[src/rtl/aes_stream_pkg.sv]
// Shared types for the AES streaming front-end.
// Mode encodings, controller states and counter helper.
package aes_stream_pkg;

  localparam int AES_BLK_W = 128;
  localparam int AES_KEY_W = 256;

  typedef enum logic [1:0] {
    MODE_ECB_ENC = 2'd0,
    MODE_ECB_DEC = 2'd1,
    MODE_CTR     = 2'd2,
    MODE_RSVD    = 2'd3
  } mode_e;

  typedef enum logic [2:0] {
    ST_IDLE,
    ST_KINIT,
    ST_KWAIT,
    ST_READY,
    ST_ISSUE,
    ST_BWAIT,
    ST_HOLD
  } state_e;

  // Only the low w bits count; the carry never reaches the upper bits.
  function automatic logic [AES_BLK_W-1:0] ctr_inc(
    input logic [AES_BLK_W-1:0] c,
    input int                   w
  );
    logic [AES_BLK_W-1:0] m;
    if (w >= AES_BLK_W) m = '1;
    else m = (AES_BLK_W'(1) << w) - AES_BLK_W'(1);
    return (c & ~m) | ((c + AES_BLK_W'(1)) & m);
  endfunction

endpackage

[src/rtl/aes_stream_ctrl_fifo.sv]
// Input block FIFO: data plus last flag per entry.
// Registered count drives full/empty.
module aes_blk_fifo #(
  parameter int W     = 129,
  parameter int DEPTH = 4
) (
  input  logic                       clk,
  input  logic                       rst_n,
  input  logic                       push_i,
  input  logic [W-1:0]               wdata_i,
  input  logic                       pop_i,
  output logic [W-1:0]               rdata_o,
  output logic                       full_o,
  output logic                       empty_o,
  output logic [$clog2(DEPTH):0]     count_o
);

  localparam int AW = $clog2(DEPTH);
  localparam int CW = AW + 1;

  logic [W-1:0]  mem_q [DEPTH];
  logic [AW-1:0] wptr_q;
  logic [AW-1:0] rptr_q;
  logic [CW-1:0] cnt_q;
  logic          do_push;
  logic          do_pop;

  assign full_o  = (cnt_q == CW'(DEPTH));
  assign empty_o = (cnt_q == '0);
  assign count_o = cnt_q;
  assign rdata_o = mem_q[rptr_q];
  assign do_push = push_i && !full_o;
  assign do_pop  = pop_i && !empty_o;

  always_ff @(posedge clk or negedge rst_n) begin
    if (!rst_n) begin
      wptr_q <= '0;
      rptr_q <= '0;
      cnt_q  <= '0;
    end else begin
      if (do_push) wptr_q <= wptr_q + AW'(1);
      if (do_pop) rptr_q <= rptr_q + AW'(1);
      cnt_q <= cnt_q + CW'(do_push) - CW'(do_pop);
    end
  end

  always_ff @(posedge clk) begin
    if (do_push) mem_q[wptr_q] <= wdata_i;
  end

endmodule

[src/rtl/aes_stream_ctrl.sv]
// Streaming ECB/CTR front-end that sequences an external AES core.
// Blocks are buffered, issued one at a time and returned in order.
module aes_stream_ctrl
  import aes_stream_pkg::*;
#(
  parameter int FIFO_DEPTH = 4,
  parameter int CTR_WIDTH  = 32
) (
  input  logic                 clk,
  input  logic                 reset_n,
  input  logic [AES_KEY_W-1:0] cfg_key,
  input  logic                 cfg_keylen,
  input  logic [1:0]           cfg_mode,
  input  logic [AES_BLK_W-1:0] cfg_iv,
  input  logic                 cfg_start,
  output logic                 cfg_busy,
  output logic                 cfg_err,
  input  logic                 in_valid,
  output logic                 in_ready,
  input  logic [AES_BLK_W-1:0] in_data,
  input  logic                 in_last,
  output logic                 out_valid,
  input  logic                 out_ready,
  output logic [AES_BLK_W-1:0] out_data,
  output logic                 out_last,
  output logic                 core_encdec,
  output logic                 core_init,
  output logic                 core_next,
  input  logic                 core_ready,
  output logic [AES_KEY_W-1:0] core_key,
  output logic                 core_keylen,
  output logic [AES_BLK_W-1:0] core_block,
  input  logic [AES_BLK_W-1:0] core_result,
  input  logic                 core_result_valid
);

  state_e               state_q;
  mode_e                mode_q;
  logic [AES_KEY_W-1:0] key_q;
  logic                 keylen_q;
  logic [AES_BLK_W-1:0] counter_q;
  logic [AES_BLK_W-1:0] data_q;
  logic                 last_q;
  logic                 guard_q;
  logic                 key_loaded_q;
  logic                 cfg_err_q;
  logic                 core_init_q;
  logic                 core_next_q;
  logic                 core_encdec_q;
  logic [AES_BLK_W-1:0] core_block_q;
  logic                 out_valid_q;
  logic [AES_BLK_W-1:0] out_data_q;
  logic                 out_last_q;

  logic                   fifo_full;
  logic                   fifo_empty;
  logic                   fifo_push;
  logic                   fifo_pop;
  logic [AES_BLK_W:0]     fifo_rdata;
  logic [$clog2(FIFO_DEPTH):0] unused_cnt;
  logic                   unused_rv;
  logic                   start_ok;

  assign unused_rv = core_result_valid;

  assign in_ready  = !fifo_full;
  assign fifo_push = in_valid && !fifo_full;
  assign fifo_pop  = (state_q == ST_READY) && !fifo_empty
                     && key_loaded_q;

  assign cfg_busy = !(state_q inside {ST_IDLE, ST_READY})
                    || !fifo_empty || out_valid_q;
  assign start_ok = cfg_start && !cfg_busy;

  assign cfg_err     = cfg_err_q;
  assign out_valid   = out_valid_q;
  assign out_data    = out_data_q;
  assign out_last    = out_last_q;
  assign core_encdec = core_encdec_q;
  assign core_init   = core_init_q;
  assign core_next   = core_next_q;
  assign core_key    = key_q;
  assign core_keylen = keylen_q;
  assign core_block  = core_block_q;

  aes_blk_fifo #(
    .W     (AES_BLK_W + 1),
    .DEPTH (FIFO_DEPTH)
  ) u_fifo (
    .clk     (clk),
    .rst_n   (reset_n),
    .push_i  (fifo_push),
    .wdata_i ({in_last, in_data}),
    .pop_i   (fifo_pop),
    .rdata_o (fifo_rdata),
    .full_o  (fifo_full),
    .empty_o (fifo_empty),
    .count_o (unused_cnt)
  );

  always_ff @(posedge clk or negedge reset_n) begin
    if (!reset_n) begin
      state_q       <= ST_IDLE;
      mode_q        <= MODE_ECB_ENC;
      key_q         <= '0;
      keylen_q      <= 1'b0;
      counter_q     <= '0;
      data_q        <= '0;
      last_q        <= 1'b0;
      guard_q       <= 1'b0;
      key_loaded_q  <= 1'b0;
      cfg_err_q     <= 1'b0;
      core_init_q   <= 1'b0;
      core_next_q   <= 1'b0;
      core_encdec_q <= 1'b0;
      core_block_q  <= '0;
      out_valid_q   <= 1'b0;
      out_data_q    <= '0;
      out_last_q    <= 1'b0;
    end else begin
      core_init_q <= 1'b0;
      core_next_q <= 1'b0;
      unique case (state_q)
        ST_IDLE, ST_READY: begin
          if (start_ok && cfg_mode == MODE_RSVD) begin
            cfg_err_q <= 1'b1;
          end else if (start_ok) begin
            key_q        <= cfg_key;
            keylen_q     <= cfg_keylen;
            mode_q       <= mode_e'(cfg_mode);
            counter_q    <= cfg_iv;
            cfg_err_q    <= 1'b0;
            key_loaded_q <= 1'b0;
            state_q      <= ST_KINIT;
          end else if (fifo_pop) begin
            data_q  <= fifo_rdata[AES_BLK_W-1:0];
            last_q  <= fifo_rdata[AES_BLK_W];
            state_q <= ST_ISSUE;
          end
        end
        ST_KINIT: begin
          if (core_ready) begin
            core_init_q   <= 1'b1;
            core_encdec_q <= 1'b1;
            guard_q       <= 1'b0;
            state_q       <= ST_KWAIT;
          end
        end
        // Guard cycle lets the core drop ready after the pulse.
        ST_KWAIT: begin
          if (!guard_q) begin
            guard_q <= 1'b1;
          end else if (core_ready) begin
            key_loaded_q <= 1'b1;
            state_q      <= ST_READY;
          end
        end
        ST_ISSUE: begin
          core_block_q  <= (mode_q == MODE_CTR) ? counter_q : data_q;
          core_encdec_q <= (mode_q != MODE_ECB_DEC);
          core_next_q   <= 1'b1;
          guard_q       <= 1'b0;
          state_q       <= ST_BWAIT;
        end
        ST_BWAIT: begin
          if (!guard_q) begin
            guard_q <= 1'b1;
          end else if (core_ready) begin
            out_data_q  <= (mode_q == MODE_CTR) ? (core_result ^ data_q)
                                                : core_result;
            out_last_q  <= last_q;
            out_valid_q <= 1'b1;
            if (mode_q == MODE_CTR)
              counter_q <= ctr_inc(counter_q, CTR_WIDTH);
            state_q <= ST_HOLD;
          end
        end
        ST_HOLD: begin
          if (out_ready) begin
            out_valid_q <= 1'b0;
            state_q     <= ST_READY;
          end
        end
        default: state_q <= ST_IDLE;
      endcase
    end
  end

endmodule

[config.mk]
export PLATFORM = sky130hd
export DESIGN_NAME = aes_stream_ctrl
export DESIGN_NICKNAME = d
export VERILOG_FILES = /design/src/rtl/aes_stream_pkg.sv /design/src/rtl/aes_stream_ctrl_fifo.sv /design/src/rtl/aes_stream_ctrl.sv
export SDC_FILE = /design/constraint.sdc
export NUM_CORES = 2
export LEC_CHECK = 0
export ABC_AREA = 1
export ABC_CLOCK_PERIOD_IN_PS = 6500
export CORE_AREA = 3 3 456 458
export CTS_BUF_LIST = sky130_fd_sc_hd__clkbuf_4 sky130_fd_sc_hd__clkbuf_8
export DETAILED_ROUTE_END_ITERATION = 7
export DIE_AREA = 0 0 459 461
export SYNTH_ARGS = -nofsm -noshare
export SYNTH_HDL_FRONTEND = slang
export SYNTH_HIERARCHICAL = 1
export SYNTH_SLANG_ARGS = --single-unit
[constraint.sdc]
create_clock -name clk -period 6.5 [get_ports clk]
set_input_delay 0.975 -clock clk [delete_from_list [all_inputs] [get_ports clk]]
set_output_delay 0.975 -clock clk [all_outputs]
set_load 0.03 [all_outputs]
==> results_dict.tcl <==
set metrics [dict create \
    status "completed" \
    cts_made_buffers 233 \
    cts_tree "yes" \
    dp_slack_ns 2.67 \
    clk_pin_slew_ns 0.06 \
    r2r_cells 11 \
    fillers 20500 \
    wirelength_mm 228 \
    start_util 0.265 \
    holdPathStages 2 \
    rsz0062_at_grt "no" \
    yosys_most_used_dff "dfrtp_1" \
    max_freq_ghz 0.263 \
    hpwl_mm 165 \
    power_density_nw_per_um2 489 \
    h-tree-depth 4 \
    clock-sinks 1306 \
    worst_slew_pin_slew_ns 1.15 \
    syn_nets 6318 \
    clock_latency_ns 0.98 \
    slew_headroom 0.236 \
    ys_types 36 \
    drc 0 \
    leakagePower_nw 31.8 \
    ant_nets 0 \
    clock_skew_ns 0.0534 \
    antenna_found_initial 87 \
    avgSynthCellArea_um2 9.55 \
    cp_max_fo 5 \
    drive_above_1_share 0.0708 \
    first_iter_violations 2950 \
    ioPinCount 1172 \
    grt_pass1_wl_mm 319 \
    post-cts-setup-buffer-count 0 \
    synth.most_common_cell "nand2_1" \
    synth.top_cells.by_count "nand2_1, dfrtp_1, o21ai_0, nor2_1, edfxtp_1" \
    gp_congestion 0.862 \
    syn_to_final_growth_pct 36.1 \
    num_vias 43800 \
    cp-start-kind "flop" \
    dieArea_um2 212000 \
    synth-seq-cells 1306 \
    finalHoldViolCount 0 \
    crit_path_end_kind "output pin" \
    cts_root_buf "clkbuf_8" \
    setup_viol 0 \
    viasPerCell 4.50 \
    critPathArrivalTime_ns 2.83 \
    routedWlPerCell_um 23.5 \
    synthArstFlopShare 0.605 \
    num_rows 166 \
    die_h_um 461 \
    post_cts_resized 0 \
    fin_nets 7465 \
    synth_top_area_cell "dfrtp_1" \
    overflow 0 \
    path_class "flop to output pin" \
    clk_path_buf_depth 3 \
    hold_path.class "flop to flop" \
    finalMaxSlewViolations 0 \
    worst_hold_slack_ns 0.468 \
    synth_cells 5659 \
    io_buffers 1170 \
    yosys_warnings 6 \
    synth_edf_count 516 \
    grt_use_total 0.209 \
    peakVddDrop_mv 0.309 \
    hold_buffers 1 \
    required_ns 5.52 \
    synth_top_area_frac 0.366 \
    syn_area_um2 54100 \
    first_pass_iters 7 \
    dieWidth_um 459 \
    finalCriticalPeriod_ns 3.80 \
    grt_pass1_vias 43300 \
    design.core.area_um2 204000 \
    setup_ws_ns 2.70 \
    timing.final.crit_share 0.585 \
    grt_max_degree 187 \
    ys_seq_area_frac 0.652 \
    synth.area.top_cells "dfrtp_1, edfxtp_1, nand2_1, o21ai_0, nor2_1" \
    max_cap_violations 0 \
]
## logic make-up after synthesis
group / count (synthesis) / share of synthesized area
flops: 1306 / 0.652
fa+ha+maj: 8 / 0.00199
xor+xnor: 133 / 0.0215
simple gates: 2753 / 0.196
buf+inv: 648 / 0.0525
compound gates: 811 / 0.0759
## flip-flops by register name, indices dropped and copies added, names as in the netlist
signal and flops:
core_encdec 1, core_next 1, u_fifo/mem_q 516, mode_q 2, core_key 256, out_data 128
u_fifo/wptr_q 2, data_q 128, state_q 3, u_fifo/count_o 3, core_keylen 1, cfg_err 1
last_q 1, out_last 1, out_valid 1, guard_q 1, u_fifo/rptr_q 2, key_loaded_q 1
core_block 128, counter_q 128, core_init 1
## power breakdown
part	total [mW]	switching [mW]	internal [mW]
Sequential	12.9	1.50	11.4
Combinational	14.6	9.84	4.75
Clock	8.50	3.75	4.75
## cell usage in the layout, fill, tap and decap left out, types with 33 or more instances in the layout
cell and count:
clkdlybuf4s50_1 1169, edfxtp_1 516, xnor2_1 129, clkbuf_4 72
clkinv_2 33, inv_1 325, o21ai_0 695, nand3_1 135
clkbuf_8 277, dfrtp_1 789, buf_4 36, nor2_1 598
diode_2 40, o21ai_1 92, nand2_1 1983
## stage by stage
stage	area, um2	util	std cells	TNS [ns]	total power, mW
final	73600	0.360	9735	0	36.0
after CTS	73500	0.360	9695	0	36.6
after global routing	73600	0.360	9720	0	38.2
after floorplan	54100	-	5659	-411.75	20.9
after global placement	68300	0.334	9258	0	27.6
after detailed placement	68300	0.334	9258	0	27.8
## area by class of cell
class	instances	area, um2	share of cell area
Tap cell	2688	3360	0.0457
Antenna cell	40	100	0.00136
Timing Repair Buffer	1226	12400	0.168
Clock inverter	87	812	0.0110
Sequential cell	1306	35300	0.479
Multi-Input combinational cell	3705	16000	0.218
Clock buffer	349	4350	0.0592
Inverter	334	1290	0.0176
## per-layer routing
metal | global-route usage | up-vias | wire (um) | share of wire
met5 | 0 | - | 262 | 0.0011
li1 | - | 20500 | - | -
met4 | 0.114 | 42 | 12700 | 0.056
met2 | 0.354 | 1501 | 111000 | 0.49
met3 | 0.0598 | 443 | 16500 | 0.072
met1 | 0.238 | 21300 | 87600 | 0.38
## worst max-delay path, cell delays in order (launching register included)
cell	delay, ns
dfrtp_1	0.40
nor2_1	0.14
nand2_1	0.16
inv_1	0.08
inv_1	0.05
nor2_1	0.23
nand2_1	0.09
clkdlybuf4s50_1	0.72
## path summary, 6_finish.rpt
kind	to	slack [ns]	startpoint
worst max-delay path	cfg_busy	2.70	u_fifo/count_o[1]$_DFF_PN0_
worst min-delay path	core_key[238]$_DFFE_PN0P_	0.47	core_key[238]$_DFFE_PN0P_
worst max register to register	counter_q[68]$_DFFE_PN0P_	3.00	u_fifo/count_o[1]$_DFF_PN0_
worst min register to register	core_key[238]$_DFFE_PN0P_	0.47	core_key[238]$_DFFE_PN0P_
max in group asynchronous	counter_q[102]$_DFFE_PN0P_	4.39	reset_n
min in group asynchronous	core_key[79]$_DFFE_PN0P_	0.57	reset_n
(Power assumes the default switching activity.)
